==> src/rtl/ram_ctrl_gen2.sv <==
// Core-to-block-RAM controller with a pending slot that waits on external busy; optional range check (RAM_CTRL_RANGE_CHECK_EN).
// Latency: read strobe T -> data/rbusy low at T+2+RD_LAT; write strobe T -> ram_wen T+1, wbusy low T+2 (busy=0).
// Backpressure: core is held via rbusy/wbusy; busy=1 parks an accepted request in PEND before any RAM strobe.
module ram_ctrl_gen2 #(
    parameter int          ADDR_W  = 10,
    parameter int          RD_LAT  = 1,
    parameter logic [31:0] IO_BASE = 32'h0000_0FFC,
    parameter logic [31:0] IO_MASK = 32'hFFFF_EFFF
) (
    input  logic              clk,
    input  logic              reset_n,
    input  logic [31:0]       riscv_addr,
    input  logic [31:0]       riscv_wdata,
    input  logic [3:0]        riscv_wmask,
    input  logic              riscv_rstrb,
    output logic [31:0]       riscv_rdata,
    output logic              riscv_rbusy,
    output logic              riscv_wbusy,
    output logic [ADDR_W-1:0] ram_addr,
    output logic [31:0]       ram_wdata,
    output logic              ram_wen,
    output logic              ram_rden,
    output logic [3:0]        ram_byteena,
    input  logic [31:0]       ram_rdata,
    input  logic              busy,
    output logic              err
);

    typedef enum logic [2:0] {
        S_IDLE,
        S_PEND,
        S_ISSUE,
        S_RWAIT,
        S_DONE
    } state_t;

    localparam logic [1:0] LAT_M1 = 2'(RD_LAT - 1);

    state_t            r_state;
    logic              r_is_rd;
    logic              r_bad;
    logic [ADDR_W-1:0] r_addr;
    logic [31:0]       r_wdata;
    logic [3:0]        r_wmask;
    logic [1:0]        r_cnt;
    logic [31:0]       r_rdata;
    logic              r_rbusy;
    logic              r_wbusy;
    logic              r_ram_wen;
    logic              r_ram_rden;
    logic [3:0]        r_byteena;

    logic w_rd_req;
    logic w_wr_req;
    logic w_is_io;
    logic w_range_bad;
    logic w_accept;

    assign w_rd_req = riscv_rstrb;
    assign w_wr_req = !riscv_rstrb && (riscv_wmask != 4'b0000);
    assign w_is_io  = ((riscv_addr & IO_MASK) == (IO_BASE & IO_MASK));
    assign w_accept = (w_rd_req || w_wr_req) && !w_is_io &&
                      ((r_state == S_IDLE) || (r_state == S_DONE));

`ifdef RAM_CTRL_RANGE_CHECK_EN
    logic r_err;

    assign w_range_bad = ((riscv_addr >> (ADDR_W + 2)) != 32'd0);
    assign err         = r_err;

    always_ff @(posedge clk or negedge reset_n) begin
        if (!reset_n) begin
            r_err <= 1'b0;
        end else if (w_accept && w_range_bad) begin
            r_err <= 1'b1;
        end
    end
`else
    assign w_range_bad = 1'b0;
    assign err         = 1'b0;
`endif

    always_ff @(posedge clk or negedge reset_n) begin
        if (!reset_n) begin
            r_state    <= S_IDLE;
            r_is_rd    <= 1'b0;
            r_bad      <= 1'b0;
            r_addr     <= '0;
            r_wdata    <= '0;
            r_wmask    <= '0;
            r_cnt      <= '0;
            r_rdata    <= '0;
            r_rbusy    <= 1'b0;
            r_wbusy    <= 1'b0;
            r_ram_wen  <= 1'b0;
            r_ram_rden <= 1'b0;
            r_byteena  <= '0;
        end else begin
            // RAM strobes and byte enables are single-cycle pulses
            r_ram_wen  <= 1'b0;
            r_ram_rden <= 1'b0;
            r_byteena  <= '0;
            case (r_state)
                S_IDLE, S_DONE: begin
                    if (w_accept) begin
                        r_is_rd <= w_rd_req;
                        r_bad   <= w_range_bad;
                        r_addr  <= riscv_addr[ADDR_W+1:2];
                        r_wdata <= riscv_wdata;
                        r_wmask <= riscv_wmask;
                        r_rbusy <= w_rd_req;
                        r_wbusy <= !w_rd_req;
                        // error accesses never touch the RAM, so busy cannot delay them
                        if (busy && !w_range_bad) begin
                            r_state <= S_PEND;
                        end else begin
                            r_state    <= S_ISSUE;
                            r_ram_rden <= w_rd_req && !w_range_bad;
                            r_ram_wen  <= !w_rd_req && !w_range_bad;
                            r_byteena  <= (!w_rd_req && !w_range_bad) ? riscv_wmask : 4'b0000;
                        end
                    end else begin
                        r_state <= S_IDLE;
                    end
                end
                S_PEND: begin
                    if (!busy) begin
                        r_state    <= S_ISSUE;
                        r_ram_rden <= r_is_rd;
                        r_ram_wen  <= !r_is_rd;
                        r_byteena  <= r_is_rd ? 4'b0000 : r_wmask;
                    end
                end
                S_ISSUE: begin
                    if (!r_is_rd) begin
                        r_wbusy <= 1'b0;
                        r_state <= S_IDLE;
                    end else if (r_bad) begin
                        r_rdata <= 32'hDEAD_BEEF;
                        r_rbusy <= 1'b0;
                        r_state <= S_DONE;
                    end else begin
                        r_cnt   <= LAT_M1;
                        r_state <= S_RWAIT;
                    end
                end
                S_RWAIT: begin
                    // the read is already in flight; busy no longer matters here
                    if (r_cnt == 2'd0) begin
                        r_rdata <= ram_rdata;
                        r_rbusy <= 1'b0;
                        r_state <= S_DONE;
                    end else begin
                        r_cnt <= r_cnt - 2'd1;
                    end
                end
                default: r_state <= S_IDLE;
            endcase
        end
    end

    assign riscv_rdata = r_rdata;
    assign riscv_rbusy = r_rbusy;
    assign riscv_wbusy = r_wbusy;
    assign ram_addr    = r_addr;
    assign ram_wdata   = r_wdata;
    assign ram_wen     = r_ram_wen;
    assign ram_rden    = r_ram_rden;
    assign ram_byteena = r_byteena;

endmodule

==> config.mk <==
export PLATFORM = sky130hd
export DESIGN_NAME = ram_ctrl_gen2
export DESIGN_NICKNAME = d
export VERILOG_FILES = /design/src/rtl/ram_ctrl_gen2.sv
export SDC_FILE = /design/constraint.sdc
export NUM_CORES = 1
export LEC_CHECK = 0
export CAP_MARGIN = 10
export CORE_ASPECT_RATIO = 1.75
export CORE_MARGIN = 3
export CORE_UTILIZATION = 40
export DETAILED_ROUTE_END_ITERATION = 10
export GPL_TIMING_DRIVEN = 0
export PLACE_DENSITY = 0.8
export SYNTH_ARGS = -nofsm -noshare
export SYNTH_HDL_FRONTEND = slang
export SYNTH_SLANG_ARGS = --single-unit
==> constraint.sdc <==
create_clock -name clk -period 2.15 [get_ports clk]
set_input_delay 0.3225 -clock clk [delete_from_list [all_inputs] [get_ports clk]]
set_output_delay 0.3225 -clock clk [all_outputs]
set_load 0.01 [all_outputs]
## Word-level counts from Yosys, hierarchy flattened

Index checks and enable logic that the tools add are counted.

| word-level totals | value |
|---|---|
| flip-flop bits (word level) | 92 |
| output and inout bits | 83 |
| bits in writable memories | 0 |
| logic and storage cells | 77 |
| memory bits (read-only) | 0 |
| bits in latches | 0 |
| input bits | 104 |
| memories kept | 0 |

| cells by class | value |
|---|---|
| divide/modulo/power cells | 0 |
| shifts and indexed selects | 0 |
| add/sub/neg operators | 1 |
| reductions and logical operators | 21 |
| muxes and demuxes | 31 |
| equal/unequal tests | 11 |
| $mul | 0 |
| magnitude comparators | 0 |
| bitwise operators | 1 |

Operator list:

| cell | number |
|---|---|
| $mux W32 | 2 |
| $eq A31 B12 Y1 const B | 1 |
| $mux W4 | 5 |
| $ne A2 B2 Y1 const B | 6 |
| $pmux W3 S4 | 1 |
| $mux W1 | 10 |
| $mux W3 | 3 |
| $mux W2 | 4 |
| $pmux W1 S2 | 4 |
| $pmux W4 S2 | 1 |
| $eq A3 B2 Y1 const B | 2 |
| $reduce_and A3 Y1 | 2 |
| $reduce_and A5 Y1 | 1 |
| $pmux W2 S2 | 1 |
| $reduce_and A2 Y1 | 2 |
| $reduce_and A4 Y1 | 1 |
| $reduce_bool A2 Y1 | 2 |
| $reduce_bool A4 Y1 | 1 |
| $eq A3 B1 Y1 const B | 1 |
| $eq A3 B3 Y1 const B | 1 |
| $logic_and A1 B1 Y1 | 3 |
| $logic_not A1 Y1 | 3 |
| $logic_not A3 Y1 | 1 |
| $reduce_bool A3 Y1 | 1 |
| 5 further kinds | 6 |

## Depth between registers and ports, before layout

| logic depth | value |
|---|---|
| depth in word-level cells | 7 |
| mapped depth | 6 |
| gate-level depth less buffers | 6 |

## Worst setup path before layout

OpenSTA, ideal clock, no wires.

| timing | value |
|---|---|
| kind | input-to-reg |
| start point | input port riscv_addr[1] |
| end point | register r_addr[2] (netlist: ram_addr[2]) |
| buffers on the path | 1 |
| slack | 485 ps |
| stages | 5 |
| arrival | 1,538 ps |
| setup time | 127 ps |
| data required time | 2,023 ps |
| cells stage by stage | nor4b_2 > nand4_2 > o21ai_4 > buf_6 > mux2_1 |

| between the ends | value |
|---|---|
| longest elaborated chain between the ends | 5 |

Ends and longest elaborated chain:

| element | line | source |
|---|---|---|
| start, declared | 12 | `input logic [31:0] riscv_addr,` |
| $eq A31 B12 Y1 | 61 | `assign w_is_io = ((riscv_addr & IO_MASK) == (IO_BASE & IO_MASK));` |
| $logic_not A1 Y1 | 62 | `assign w_accept = (w_rd_req \|\| w_wr_req) && !w_is_io &&` |
| $logic_and A1 B1 Y1 (2 in series) | 62 |  |
| $reduce_and A2 Y1 (no source line) | -- |  |
| end signal, assigned | 108 | `r_addr <= riscv_addr[ADDR_W+1:2];` |
| end, declared | 42 | `logic [ADDR_W-1:0] r_addr;` |

Every way passes these cells.
A chain may end at the register's enable or synchronous reset.

## Worst setup path after layout

| timing | value |
|---|---|
| start point | input port riscv_rstrb |
| end point | register r_wdata[28] (netlist: ram_wdata[28]) |

| between the ends | value |
|---|---|
| longest elaborated chain between the ends | 6 |

Ends and longest elaborated chain:

| element | line | source |
|---|---|---|
| start, declared | 15 | `input logic riscv_rstrb,` |
| $logic_not A1 Y1 | -- |  |
| $logic_and A1 B1 Y1 | 60 | `assign w_wr_req = !riscv_rstrb && (riscv_wmask != 4'b0000);` |
| $logic_or A1 B1 Y1 (*) | 62 |  |
| $logic_and A1 B1 Y1 (*) (2 in series) | 62 |  |
| $reduce_and A2 Y1 (no source line) (*) | -- |  |
| end signal, assigned | 109 | `r_wdata <= riscv_wdata;` |
| end, declared | 43 | `logic [31:0] r_wdata;` |

Every way passes the cells marked *; elsewhere a longest branch is shown, timed or not.

==> results.sh <==
export IMPL_synth_top_cell_area_share_pct=61.0
export IMPL_cap_viol_max_count=0
export IMPL_layout_setup_ws_ns=0.172
export IMPL_fmax_ghz=0.506
export IMPL_place_inst=543
export IMPL_cp_max_fo=10
export IMPL_die_x_um=79.4
export IMPL_final_nets=540
export IMPL_clockBufferDepth=2
export IMPL_antenna_found_initial=0
export IMPL_grt_pass1_vias=3015
export IMPL_finalSetupTns_ns=0
export IMPL_path_clk_slew_ns=0.06
export IMPL_synth_seq_area_share_pct=61.0
export IMPL_cts_sinks=92
export IMPL_p_leak_nw=2.64
export IMPL_via_per_inst=4.94
export IMPL_min_to="r_state[1]$_DFFE_PN0P_"
export IMPL_h_tree_depth=3
export IMPL_synth_cell_types=39
export IMPL_die_h_um=135
export IMPL_drive_gt1_share_pct=23.4
export IMPL_cts_repair_resized=0
export IMPL_final_core_util_pct=67.1
export IMPL_netlist_instances=238
export IMPL_place_hpwl_mm=7.09
export IMPL_synth_most_common_cell="dfrtp_1"
export IMPL_row_count=46
export IMPL_rr_endpoint="ram_wdata[28]$_DFFE_PN0P_"
export IMPL_crit_start="riscv_rstrb"
export IMPL_final_hold_viol_count=0
export IMPL_synthesis_nets=343
export IMPL_gp_congestion=0.790
export IMPL_cts_tree="done"
export IMPL_first_pass_iters=4
export IMPL_synth_edf_count=0
export IMPL_relSlewSlack_pct=64.5
export IMPL_synthesis_area_sq_um=3780
export IMPL_design_area_sq_um=6140
export IMPL_grt_max_degree=54
export IMPL_place_area_sq_um=5790
export IMPL_synthArstFlopShare_pct=100
export IMPL_drc=0
export IMPL_cts_root_buf="clkbuf_16"
export IMPL_tightest_slew_ns=0.528
export IMPL_portBuffers=184
export IMPL_hold_class="reg2reg"
export IMPL_status="finished clean"
export IMPL_crit_arrival_ns=2.19
export IMPL_post_cts_buffers=0
export IMPL_setup_viol=0
export IMPL_coreArea_sq_um=9150
export IMPL_r2r_cells=5
export IMPL_start_kind="input port"
export IMPL_instances_no_fill=560
export IMPL_place_ws_ns=-0.195
export IMPL_p_total_mw=9.03
export IMPL_grt_pass1_wl_mm=14.5
export IMPL_insertedDiodeCount=0
export IMPL_wl_per_cell_um=16.2
export IMPL_vias=2766
export IMPL_boundaryPins=187
export IMPL_r2r_start="r_state[1]$_DFFE_PN0P_"
export IMPL_hold_ws_ns=0.468
export IMPL_drtIter0Drc=86
export IMPL_power_density_nw_per_um2=1470
export IMPL_cp_required_ns=2.37
export IMPL_insertion_delay_ns=0.34
export IMPL_path_class="in2reg"
export IMPL_areaGrowthSynthToFinish_pct=62.6
export IMPL_finalWirelength_mm=9.10
export IMPL_ir_drop_mv=0.724
export IMPL_syn_area_per_cell_sq_um=15.9
export IMPL_yosysWarnings=0
export IMPL_skew_ns=0.00577
export IMPL_synth_commonest_cells="dfrtp_1, mux2_2, mux2_4"
export IMPL_regToRegSetupSlack_ns=0.33
export IMPL_yosysTopAreaCell="dfrtp_1"
export IMPL_ant_nets=0
export IMPL_dieArea_sq_um=10700
export IMPL_finalCriticalPeriod_ns=1.98
export IMPL_rsz0062_at_grt="no"
export IMPL_synthFlopType="dfrtp_1"
export IMPL_grtUsageTotal_pct=17.4
export IMPL_end_kind="flip-flop"
export IMPL_period_share_pct=92.0
export IMPL_grt_overflow=0
export IMPL_hp_start="r_state[2]$_DFFE_PN0P_"
export IMPL_yosys_register_bits=92
export IMPL_cts_made_buffers=9
export IMPL_hold_path_depth=1
export IMPL_fillers=663
export IMPL_initial_core_util_pct=41.3
export IMPL_slew_violations=0
export IMPL_synthTopCellsByArea="dfrtp_1, mux2_4, mux2_2, mux2_1, buf_6"
report_power, final:
part	switching [mW]	internal [mW]	total (mW)
Combinational	1.56	2.72	4.27
Clock	0.624	1.11	1.74
Sequential	0.440	2.58	3.02
cells by family (layout without fill, tap and decap cells):
family / Yosys count / in the layout / share of synthesized area [%]
other: 1 / 1 / 0.0993
AOI/OAI and AO/OA: 23 / 23 / 4.87
and+or+nand+nor: 25 / 25 / 4.14
DFF: 92 / 92 / 61.0
muxes: 79 / 79 / 26.7
adders and majority gates: 1 / 1 / 0.331
buffers and inverters: 17 / 219 / 2.88
routing by layer:
| layer | wire length, um | GRT usage, % | up-vias |
|---|---|---|---|
| li1 | - | - | 1254 |
| met1 | 3250 | 19.1 | 1343 |
| met2 | 4890 | 30.4 | 139 |
| met3 | 583 | 4.21 | 30 |
| met4 | 376 | 9.27 | 0 |
| met5 | 0 | 0 | - |
cells in the final DEF (no fill, tap or decap), types with 2 or more instances in the layout:
master,instances
clkdlybuf4s50_1,183
dfrtp_1,92
mux2_2,39
mux2_4,32
clkbuf_16,9
inv_1,7
mux2_1,7
nor2_1,5
buf_6,5
a32o_1,5
nor3_1,4
nand2_1,4
o21ai_0,4
nor4_1,3
buf_2,3
a21oi_1,3
clkbuf_8,3
clkbuf_1,2
buf_4,2
bufinv_16,2
worst max-delay path, cell delays in order:
cell and delay, ns:
clkdlybuf4s50_1 0.58, nor3_1 0.10, a211oi_2 0.38, o21a_2 0.29, buf_6 0.21, mux2_4 0.32
registers in the layout (all words and copies together), names as in the netlist:
name / count
r_cnt: 2
riscv_rbusy: 1
riscv_wbusy: 1
ram_wdata: 32
ram_byteena: 4
ram_rden: 1
riscv_rdata: 32
r_is_rd: 1
ram_addr: 10
r_state: 3
ram_wen: 1
r_wmask: 4
how the worst max path moves through the flow:
stage                                endpoint  depth (start not counted)
detailed placement   ram_wdata[5]$_DFFE_PN0P_                          6
floorplan             ram_addr[2]$_DFFE_PN0P_                          5
CTS                 ram_wdata[28]$_DFFE_PN0P_                          6
global placement     ram_wdata[5]$_DFFE_PN0P_                          1
global route          ram_addr[6]$_DFFE_PN0P_                          6
finish              ram_wdata[28]$_DFFE_PN0P_                          6
final cells by class:
class | instances | area, sq um | area share, %
Inverter | 7 | 26.3 | 0.428
Tap cell | 120 | 150 | 2.44
Multi-Input combinational cell | 129 | 1370 | 22.2
Clock buffer | 13 | 270 | 4.40
Clock inverter | 3 | 67.6 | 1.10
Sequential cell | 92 | 2300 | 37.5
Buffer | 10 | 82.6 | 1.34
Timing Repair Buffer | 186 | 1880 | 30.6
repair_timing:
action                     4_1_cts  5_1_grt
setup endpoints to repair        0        0
hold endpoints to repair        39        0
hold buffers                     1        0
(Power assumes the default switching activity.)
